<file path="config.mk">
export PLATFORM = sky130hd
export DESIGN_NAME = pong_match_controller_flat
export DESIGN_NICKNAME = d
export VERILOG_FILES = /design/src/rtl/pong_match_controller_if.sv /design/src/rtl/pong_match_controller.sv /design/src/flat_wrapper.sv
export SDC_FILE = /design/constraint.sdc
export NUM_CORES = 1
export LEC_CHECK = 0
export BUFFER_PORTS_ARGS = -buffer_cell sky130_fd_sc_hd__buf_2
export CAP_MARGIN = 20
export CORE_MARGIN = 2
export CORE_UTILIZATION = 60
export CTS_BUF_LIST = sky130_fd_sc_hd__clkbuf_4 sky130_fd_sc_hd__clkbuf_8
export DETAILED_ROUTE_END_ITERATION = 6
export GPL_ROUTABILITY_DRIVEN = 0
export HOLD_SLACK_MARGIN = 0.05
export MAX_ROUTING_LAYER = met4
export PLACE_DENSITY = 0.82
export SLEW_MARGIN = 10
export SYNTH_ARGS = -nofsm -noshare
export SYNTH_HDL_FRONTEND = slang
export SYNTH_SLANG_ARGS = --single-unit
</file>
<file path="constraint.sdc">
create_clock -name clk -period 3.45 [get_ports clk]
set_input_delay 0.8625 -clock clk [delete_from_list [all_inputs] [get_ports clk]]
set_output_delay 0.8625 -clock clk [all_outputs]
set_load 0.05 [all_outputs]
</file>
<file path="src/rtl/pong_match_controller_if.sv">
// pong_match_controller_if: game-flow signals between controller, physics engine and score display
// master: drives tick/start/score pulses and reads run/ball_reset/serve_dir/game_over/winner/BCD digits
// slave: the match controller, consuming the inputs and driving the registered outputs
interface pong_match_controller_if;
  logic       tick;
  logic       start;
  logic       score_p1;
  logic       score_p2;
  logic       run;
  logic       ball_reset;
  logic       serve_dir;
  logic       game_over;
  logic       winner;
  logic [3:0] p1_ones;
  logic [3:0] p1_tens;
  logic [3:0] p2_ones;
  logic [3:0] p2_tens;
  modport master (
    output tick, start, score_p1, score_p2,
    input  run, ball_reset, serve_dir, game_over, winner, p1_ones, p1_tens, p2_ones, p2_tens
  );
  modport slave (
    input  tick, start, score_p1, score_p2,
    output run, ball_reset, serve_dir, game_over, winner, p1_ones, p1_tens, p2_ones, p2_tens
  );
endinterface

</file>
<file path="src/rtl/pong_match_controller.sv">
// pong_match_controller: pong match sequencer owning state, BCD scores and serve direction
// clk/clr: clock and synchronous active-high reset
// m (slave): tick/start/score_p1/score_p2 in; run/ball_reset/serve_dir/game_over/winner/BCD digits out
module pong_match_controller #(
  parameter int WIN_SCORE   = 11,
  parameter int SERVE_TICKS = 60,
  parameter int POINT_TICKS = 30
) (
  input logic clk,
  input logic clr,
  pong_match_controller_if.slave m
);
  localparam logic [2:0] IDLE  = 3'd0;
  localparam logic [2:0] SERVE = 3'd1;
  localparam logic [2:0] PLAY  = 3'd2;
  localparam logic [2:0] PAUSE = 3'd3;
  localparam logic [2:0] POINT = 3'd4;
  localparam logic [2:0] OVER  = 3'd5;
  localparam int MAXT = SERVE_TICKS > POINT_TICKS ? SERVE_TICKS : POINT_TICKS;
  localparam int CW = MAXT > 0 ? $clog2(MAXT + 1) : 1;
  localparam logic [CW-1:0] SERVE_LD = CW'(SERVE_TICKS);
  localparam logic [CW-1:0] POINT_LD = CW'(POINT_TICKS);
  localparam logic [6:0] WIN = 7'(WIN_SCORE);
  logic [2:0]    state_q, state_d;
  logic [CW-1:0] cnt_q, cnt_d, cnt_dec;
  logic [7:0]    p1_q, p1_d, p2_q, p2_d;
  logic          start_q, press, expire, p1_win, p2_win;
  logic          run_q, ball_reset_q, serve_dir_q, serve_dir_d, game_over_q, winner_q, winner_d;
  function automatic logic [7:0] bcd_inc(input logic [7:0] v);
    return v == 8'h99 ? v : v[3:0] == 4'd9 ? {v[7:4] + 4'd1, 4'd0} : {v[7:4], v[3:0] + 4'd1};
  endfunction
  function automatic logic [6:0] bin(input logic [7:0] v);
    return 7'(v[7:4]) * 7'd10 + 7'(v[3:0]);
  endfunction
  assign press   = m.start & ~start_q;
  // a zero load expires immediately so a zero-length delay still lasts one clk
  assign expire  = cnt_q == '0 || (m.tick && cnt_q == CW'(1));
  assign cnt_dec = m.tick && cnt_q != '0 ? cnt_q - CW'(1) : cnt_q;
  assign p1_win  = bin(p1_q) == WIN;
  assign p2_win  = bin(p2_q) == WIN;
  always_comb begin
    state_d     = state_q;
    cnt_d       = cnt_q;
    p1_d        = p1_q;
    p2_d        = p2_q;
    serve_dir_d = serve_dir_q;
    winner_d    = winner_q;
    case (state_q)
      IDLE: if (press) begin
        state_d = SERVE;
        cnt_d   = SERVE_LD;
      end
      SERVE: begin
        cnt_d   = cnt_dec;
        state_d = expire ? PLAY : SERVE;
      end
      PLAY: if (m.score_p1 || m.score_p2) begin
        p1_d        = m.score_p1 ? bcd_inc(p1_q) : p1_q;
        p2_d        = m.score_p1 ? p2_q : bcd_inc(p2_q);
        serve_dir_d = m.score_p1;
        state_d     = POINT;
        cnt_d       = POINT_LD;
      end else if (press) state_d = PAUSE;
      PAUSE: state_d = press ? PLAY : PAUSE;
      POINT: begin
        cnt_d = cnt_dec;
        if (expire) begin
          state_d  = p1_win || p2_win ? OVER : SERVE;
          cnt_d    = p1_win || p2_win ? cnt_dec : SERVE_LD;
          winner_d = p1_win || p2_win ? ~p1_win : winner_q;
        end
      end
      OVER: if (press) begin
        state_d     = IDLE;
        p1_d        = '0;
        p2_d        = '0;
        serve_dir_d = 1'b0;
      end
      default: state_d = IDLE;
    endcase
  end
  always_ff @(posedge clk) begin
    if (clr) begin
      state_q      <= IDLE;
      cnt_q        <= '0;
      start_q      <= 1'b1;
      p1_q         <= '0;
      p2_q         <= '0;
      run_q        <= 1'b0;
      ball_reset_q <= 1'b1;
      serve_dir_q  <= 1'b0;
      game_over_q  <= 1'b0;
      winner_q     <= 1'b0;
    end else begin
      state_q      <= state_d;
      cnt_q        <= cnt_d;
      start_q      <= m.start;
      p1_q         <= p1_d;
      p2_q         <= p2_d;
      run_q        <= state_d == PLAY;
      ball_reset_q <= state_d != PLAY && state_d != PAUSE;
      serve_dir_q  <= serve_dir_d;
      game_over_q  <= state_d == OVER;
      winner_q     <= winner_d;
    end
  end
  assign m.run        = run_q;
  assign m.ball_reset = ball_reset_q;
  assign m.serve_dir  = serve_dir_q;
  assign m.game_over  = game_over_q;
  assign m.winner     = winner_q;
  assign m.p1_tens    = p1_q[7:4];
  assign m.p1_ones    = p1_q[3:0];
  assign m.p2_tens    = p2_q[7:4];
  assign m.p2_ones    = p2_q[3:0];
endmodule

</file>
<file path="src/flat_wrapper.sv">
// flat-port wrapper written by rule: the top's interface ports become plain ports
module pong_match_controller_flat 
#(
  parameter int WIN_SCORE   = 11,
  parameter int SERVE_TICKS = 60,
  parameter int POINT_TICKS = 30
)
  (clk, clr, m_tick, m_start, m_score_p1, m_score_p2, m_run, m_ball_reset, m_serve_dir, m_game_over, m_winner, m_p1_ones, m_p1_tens, m_p2_ones, m_p2_tens);
  pong_match_controller_if m_i ();
  input logic clk;
  input logic clr;
  input wire logic [$bits(m_i.tick)-1:0] m_tick;
  input wire logic [$bits(m_i.start)-1:0] m_start;
  input wire logic [$bits(m_i.score_p1)-1:0] m_score_p1;
  input wire logic [$bits(m_i.score_p2)-1:0] m_score_p2;
  output wire logic [$bits(m_i.run)-1:0] m_run;
  output wire logic [$bits(m_i.ball_reset)-1:0] m_ball_reset;
  output wire logic [$bits(m_i.serve_dir)-1:0] m_serve_dir;
  output wire logic [$bits(m_i.game_over)-1:0] m_game_over;
  output wire logic [$bits(m_i.winner)-1:0] m_winner;
  output wire logic [$bits(m_i.p1_ones)-1:0] m_p1_ones;
  output wire logic [$bits(m_i.p1_tens)-1:0] m_p1_tens;
  output wire logic [$bits(m_i.p2_ones)-1:0] m_p2_ones;
  output wire logic [$bits(m_i.p2_tens)-1:0] m_p2_tens;
  assign m_i.tick = m_tick;
  assign m_i.start = m_start;
  assign m_i.score_p1 = m_score_p1;
  assign m_i.score_p2 = m_score_p2;
  assign m_run = m_i.run;
  assign m_ball_reset = m_i.ball_reset;
  assign m_serve_dir = m_i.serve_dir;
  assign m_game_over = m_i.game_over;
  assign m_winner = m_i.winner;
  assign m_p1_ones = m_i.p1_ones;
  assign m_p1_tens = m_i.p1_tens;
  assign m_p2_ones = m_i.p2_ones;
  assign m_p2_tens = m_i.p2_tens;
  pong_match_controller #(.WIN_SCORE(WIN_SCORE), .SERVE_TICKS(SERVE_TICKS), .POINT_TICKS(POINT_TICKS)) u_core (.clk(clk), .clr(clr), .m(m_i));
endmodule
</file>
# == Yosys cells after proc, flatten, opt, wreduce, memory -nomap -nowiden ==
# Index checks and enable logic that the tools add are counted.
# word_totals
ff_bits,31
wordCells,96
output_inout_bits,21
inputBits,6
# classes
mux,29
reduce_logical,18
add_sub_neg,7
mul,2
eq_ne,25
n_bitwise,3
# ops
cell,count
$mux W8,9
$pmux W8 S2,2
$mux W6,5
$pmux W6 S4,1
$mux W3,6
$pmux W3 S6,1
$add A4 B1 Y4 const B,4
$eq A8 B8 Y1 const B,2
$add A7 B4 Y7,2
$eq A7 B4 Y1 const B,2
$mul A4 B3 Y6 const B,2
$reduce_and A6 Y1,2
$ne A2 B1 Y1 const B,5
$reduce_and A5 Y1,2
$eq A3 B2 Y1 const B,3
$eq A3 B3 Y1 const B,3
$reduce_and A3 Y1,3
$eq A4 B4 Y1 const B,2
$ne A2 B2 Y1 const B,4
$eq A6 B1 Y1 const B,1
$logic_not A6 Y1,1
$ne A3 B2 Y1 const B,2
$reduce_bool A6 Y1,1
$sub A6 B1 Y6 const B,1
other kinds (11),18

# == Logic depth before layout (Yosys ltp) ==
# Gate-level depths: netlist (run 1).
# logic_depth
word_depth,9
mapped_depth,10
depth_no_buf,10

# == Least setup slack after synthesis (run 1) ==
# No wires, ideal clock.
# synth_path
path_type,register -> register
startpoint,register u_core.p1_q[5]
endpoint,register u_core.cnt_q[1]
n_path_buf,0
stages_incl_launch_ff,11
setup_ps,88
t_required_ps,3362
arrival_ps,2870
path_slack_ps,492
cell_sequence,dfxtp_1 > ha_1 > ha_1 > inv_1 > fa_1 > nand3b_1 > nor4b_1 > a21oi_1 > a41o_4 > a211o_1 > a311oi_2
# synth_via
elab_chain_len,7
# synth_rtl
item,line,source
"start, declared",pong_match_controller.sv:26,"logic [7:0] p1_q, p1_d, p2_q, p2_d;"
"start signal, assigned",pong_match_controller.sv:98,p1_q <= p1_d;
$mul A4 B3 Y6,pong_match_controller.sv:33,return 7'(v[7:4]) * 7'd10 + 7'(v[3:0]);
$add A7 B4 Y7,pong_match_controller.sv:33,
$eq A7 B4 Y1,pong_match_controller.sv:39,assign p1_win = bin(p1_q) == WIN;
$logic_or A1 B1 Y1,pong_match_controller.sv:69,cnt_d = p1_win || p2_win ? cnt_dec : SERVE_LD;
$mux W6,pong_match_controller.sv:69,
$mux W6,pong_match_controller.sv:67,if (expire) begin
$pmux W6 S4,pong_match_controller.sv:48,case (state_q)
"end signal, assigned",pong_match_controller.sv:96,cnt_q <= cnt_d;
"end, declared",pong_match_controller.sv:25,"logic [CW-1:0] cnt_q, cnt_d, cnt_dec;"
# No other way between the ends.
# A chain may end at the register's enable or synchronous reset.

# == Worst setup path in the final report (run 1) ==
# Same ends and word-level chain as after synthesis.

==> results of run 1 <==
## routing by layer
layer  vias to the layer above  share of wire, %  GRT usage [%]
met3                         8               3.5           5.63
met4                         0               2.1           10.6
li1                        927                 -              -
met2                        33                46           38.7
met1                       820                48           30.5
met5                         -                 0              -
## cells in the mapped netlist, drive strengths merged, types with 3 or more instances
| cell | count | share of area (%) |
|---|---|---|
| nand3b | 3 | 1.0 |
| clkbuf | 3 | 0.52 |
| nand2b | 6 | 1.7 |
| nand2 | 12 | 2.1 |
| nand3 | 8 | 1.9 |
| nor2 | 33 | 5.8 |
| a21o | 6 | 2.1 |
| ha | 23 | 13 |
| a21oi | 9 | 2.3 |
| xnor2 | 10 | 4.1 |
| and3b | 3 | 1.2 |
| nor3 | 6 | 1.6 |
| xor2 | 6 | 2.4 |
| nor4 | 3 | 1.9 |
| dfxtp | 31 | 29 |
| inv | 21 | 3.7 |
| or2 | 5 | 1.5 |
| a31oi | 4 | 1.5 |
| nor2b | 7 | 2.0 |
| o21ai | 3 | 0.70 |
| nand4 | 6 | 1.7 |
| a211oi | 8 | 2.8 |
| fa | 4 | 3.7 |
## kinds of logic after synthesis
kind of cell | after synthesis | synth area share (%)
buffers and inverters | 26 | 4.65
XOR/XNOR | 16 | 6.51
AO/OA/AOI/OAI | 45 | 16.0
AND/OR/NAND/NOR | 103 | 27.0
flip-flops | 31 | 28.8
adder cells (fa/ha/maj) | 27 | 17.1
## flip-flops by register name (all words and copies together) (netlist names)
signal               cells
u_core.m.serve_dir       1
u_core.m.game_over       1
u_core.m.run             1
u_core.m.ball_reset      1
u_core.start_q           1
u_core.p2_q              8
u_core.cnt_q             6
u_core.state_q           3
u_core.p1_q              8
u_core.m.winner          1
## where the power goes
part	total, mW	internal, mW	leakage, nW	switching (mW)
Clock	0.207	0.0757	0.0347	0.131
Sequential	0.399	0.375	0.251	0.0238
Combinational	0.161	0.0642	0.741	0.0969
Total	0.766	0.515	1.03	0.252
## final timing paths
kind,start,end,slack (ns),cells past startpoint
max reg2reg,u_core.p1_q[5],u_core.cnt_q[1],0.64,10
min reg2reg,u_core.m.winner,u_core.m.winner,0.47,2
max,u_core.p1_q[5],u_core.cnt_q[1],0.64,10
min,u_core.m.winner,u_core.m.winner,0.47,2
## final cells by class
class,count,area share [%]
well taps,46,2.43
clock inverters,3,0.633
clock buffers,5,1.58
multi-input cells,191,60.4
flip-flops and latches,31,26.2
repair buffers,26,5.49
inverters,21,3.32
## stage by stage
| stage | setup slack (ns) | cells | area, sq um |
|---|---|---|---|
| final | 0.636 | 323 | 2370 |
| after global routing | 0.498 | 323 | 2370 |
| after CTS | 0.642 | 323 | 2370 |
| after detailed placement | 0.670 | 315 | 2320 |
| after global placement | 0.779 | 315 | 2320 |
| after floorplan | 0.492 | 248 | 2150 |
## worst max-delay path, stage by stage (launching register included)
cell      delay (ns)
dfxtp_1         0.47
ha_1            0.29
ha_1            0.20
inv_1           0.06
fa_1            0.42
nand3b_1        0.16
nor4b_1         0.26
a21oi_1         0.14
a41o_4          0.30
a211o_1         0.24
a311oi_2        0.19
==> impl_metrics.json, run 1 <==
{
  "status": "finished clean",
  "clock_latency_ns": 0.34,
  "cp.required_ns": 3.71,
  "grt-ovfl-total": 0,
  "ys_ff_latch": 31,
  "mostFrequentLayoutCells": "33 x nor2_1, 31 x dfxtp_1, 26 x buf_2",
  "drt_iter0_drc": 117,
  "placementRows": 21,
  "die_w_microns": 63.9,
  "portBuffers": 26,
  "clkSinkCount": 31,
  "maxCapViolCount": 0,
  "p_leak_nw": 1.03,
  "floorplan.initialDensity_pct": 63.5,
  "cts_buffers": 5,
  "ir_worst_vdd_mv": 0.204,
  "multi_input_area_sq_mm": 0.00143,
  "slew_viol_final": 0,
  "skew_ns": 0.00568,
  "area_delta_synth_final_pct": 10.2,
  "final_nets": 309,
  "cts_tree": "yes",
  "grt_pass1_vias": 1721,
  "syn_area_per_cell_sq_um": 8.68,
  "drt-vias-per-instance": 5.54,
  "cts_root_buf": "clkbuf_4",
  "dp_hpwl_mm": 3.26,
  "syn_area_sq_mm": 0.00215,
  "layout-drive-gt1-share_pct": 18.1,
  "fin_util_pct": 70.0,
  "arrival_ns": 3.07,
  "io-pin-count": 27,
  "clkTransAtPathRegs_ns": 0.10,
  "min_period_ns": 2.81,
  "rsz0062_at_grt": "no",
  "cts_max_level": 2,
  "setup_tns_ns": 0,
  "final_common_cell": "nor2_1",
  "yosys_warnings": 0,
  "synth-main-ff-cell": "dfxtp_1",
  "wl_per_cell_microns": 13.5,
  "end_kind": "flop",
  "drc_errors": 0,
  "synthDistinctLibCells": 50,
  "vias": 1788,
  "grt_pass1_wl_mm": 7.76,
  "dieArea_sq_mm": 0.00408,
  "syn_inst": 248,
  "yosysSeqAreaShare_pct": 28.8,
  "path_max_fanout": 7,
  "post-route-period-util_pct": 81.6,
  "core_area_sq_mm": 0.00339,
  "worst_pin_slew_ns": 0.643,
  "synthArstFlopShare_pct": 0,
  "ff_latch_area_sq_um": 621,
  "fmax_mhz": 355,
  "synth_edf_count": 0,
  "setup_violations": 0,
  "die_h_microns": 63.9,
  "final_antenna_net_count": 0,
  "fin_total_pwr_uw": 766,
  "antenna_cells": 0,
  "syn-num-nets": 281,
  "power_density_mw_per_mm2": 323,
  "clockBufferDepth": 2,
  "nFillCells": 293,
  "grt_start_max_net_pins": 17,
  "finalWirelength_mm": 4.36,
  "relSlewSlack_pct": 56.8,
  "hold_buffers": 0,
  "hold_class": "reg2reg",
  "grt_antenna_before_repair": 0,
  "ctsResizeCount": 0,
  "worst_setup_path_start_kind": "flop",
  "hold_viol_final": 0,
  "post_cts_buffers": 0,
  "hold_ws_ns": 0.471,
  "drt_first_pass_iters": 4,
  "crit_type": "reg2reg",
  "grt.total_usage_pct": 24.7
}
Power figures use the tool's default switching activity.
==> inputs of run 2 (changes only) <==
clock period = 2.8 ns   (was 3.45 ns; I/O delays follow)
==> impl_metrics.json, run 2 (synthesis gave the netlist of run 1 again) <==
{
  "slew_viol_final": 0,
  "fin_util_pct": 71.3,
  "arrival_ns": 2.95,
  "grt-ovfl-total": 0,
  "path_max_fanout": 7,
  "die_w_microns": 63.9,
  "grt_pass1_vias": 1663,
  "io-pin-count": 27,
  "reg_top3": "u_core.p1_q: 8 flops, u_core.p2_q: 8 flops, u_core.cnt_q: 6 flops",
  "finalWirelength_mm": 4.32,
  "power_density_mw_per_mm2": 417,
  "min_to": "u_core.m.winner",
  "grt.total_usage_pct": 23.5,
  "r2r_end": "u_core.cnt_q[1]",
  "dp_slack_ns": 0.0816,
  "hold_viol_final": 0,
  "worst_setup_path_start_kind": "flop",
  "cts_buffers": 5,
  "clockBufferDepth": 2,
  "hold_class": "reg2reg",
  "hold_path_startpoint": "u_core.m.winner",
  "fin_ws_ns": 0.121,
  "mostFrequentLayoutCells": "33 x nor2_1, 26 x buf_2, 25 x dfxtp_1",
  "cts_max_level": 2,
  "end_kind": "flop",
  "final_nets": 310,
  "drt-vias-per-instance": 5.55,
  "clkSinkCount": 31,
  "die_h_microns": 63.9,
  "post-route-period-util_pct": 95.7,
  "p_leak_nw": 1.04,
  "wl_per_cell_microns": 13.3,
  "portBuffers": 26,
  "r2r_start": "u_core.p1_q[5]",
  "status": "finished clean",
  "worst_pin_slew_ns": 0.667,
  "area_delta_synth_final_pct": 12.3,
  "crit_type": "reg2reg",
  "grt_pass1_wl_mm": 7.34,
  "relSlewSlack_pct": 55.2,
  "fmax_mhz": 373,
  "dp_hpwl_mm": 3.20,
  "drt_iter0_drc": 156,
  "core_area_sq_mm": 0.00339,
  "grt_start_max_net_pins": 17,
  "drt_first_pass_iters": 4,
  "antenna_cells": 0,
  "reg2regPathDepth": 10,
  "floorplan.initialDensity_pct": 63.5,
  "hold_buffers": 0,
  "skew_ns": 0.00893,
  "clock_latency_ns": 0.36,
  "grt_antenna_before_repair": 0,
  "setup_violations": 0,
  "dieArea_sq_mm": 0.00408,
  "holdPathStages": 2,
  "clkTransAtPathRegs_ns": 0.10,
  "final_common_cell": "nor2_1",
  "drc_errors": 0,
  "final_antenna_net_count": 0,
  "cp.required_ns": 3.07,
  "layout-drive-gt1-share_pct": 21.2,
  "vias": 1798,
  "cts_root_buf": "clkbuf_4",
  "placementRows": 21,
  "r2r_setup_slack_ns": 0.12,
  "setup_tns_ns": 0,
  "maxCapViolCount": 0,
  "ir_worst_vdd_mv": 0.327,
  "cts_tree": "yes",
  "min_period_ns": 2.68,
  "rsz0062_at_grt": "no"
}
==> run 2: final cells by class <==
type | instances | area [sq um]
Multi-Input combinational cell | 191 | 1440
Fill cell | 265 | 972
Sequential cell | 31 | 628
Timing Repair Buffer | 27 | 138
Inverter | 21 | 78.8
Clock buffer | 8 | 72.6
Tap cell | 46 | 57.6
==> run 2: critical path: stages, from the launching register on <==
cell      delay (ns)
dfxtp_2         0.36
ha_1            0.30
ha_1            0.19
inv_1           0.06
fa_1            0.42
nand3b_1        0.18
nor4b_2         0.26
a21oi_2         0.09
a41o_4          0.29
a211o_1         0.24
a311oi_2        0.20
==> run 2: how the worst max path moves through the flow <==
stage | from | end | slack (ns) | cells past startpoint
finish | u_core.p1_q[5] | u_core.cnt_q[1] | 0.12 | 10
global route | u_core.p1_q[5] | u_core.cnt_q[1] | 0.007 | 10
floorplan | u_core.p2_q[1] | u_core.cnt_q[1] | 0.01 | 9
detailed placement | u_core.p1_q[5] | u_core.cnt_q[1] | 0.08 | 10
CTS | u_core.p1_q[5] | u_core.cnt_q[1] | 0.08 | 10
global placement | u_core.p1_q[5] | u_core.cnt_q[1] | 0.18 | 10
==> run 2: routing by layer <==
layer,part of all wire [%],GRT usage (%),vias up
met1,49,28.4,830
met4,1.9,12.0,0
met5,0,-,-
li1,-,-,928
met2,45,36.7,30
met3,4.5,5.28,10
==> run 2: metrics by stage <==
step	power [mW]	cells	cell area [sq um]	hold slack, ns
2_1_floorplan	0.655	248	2160	0.502
3_3_place_gp	0.692	316	2330	0.458
3_5_place_dp	0.697	316	2330	0.456
4_1_cts	1.01	324	2410	0.474
5_1_grt	1.06	324	2420	0.508
6_report	1.01	324	2420	0.471
==> run 2: timing repair <==
item / 4_1_cts / 5_1_grt
resized for setup: 0 / 2
buffers inserted: 0 / 0
endpoints found under the setup margin: 0 / 2
==> run 2: where the power goes <==
group | leakage, nW | switching (mW) | internal [mW]
Clock | 0.0420 | 0.163 | 0.157
Combinational | 0.747 | 0.118 | 0.0794
Sequential | 0.254 | 0.0287 | 0.462
Total | 1.04 | 0.310 | 0.698
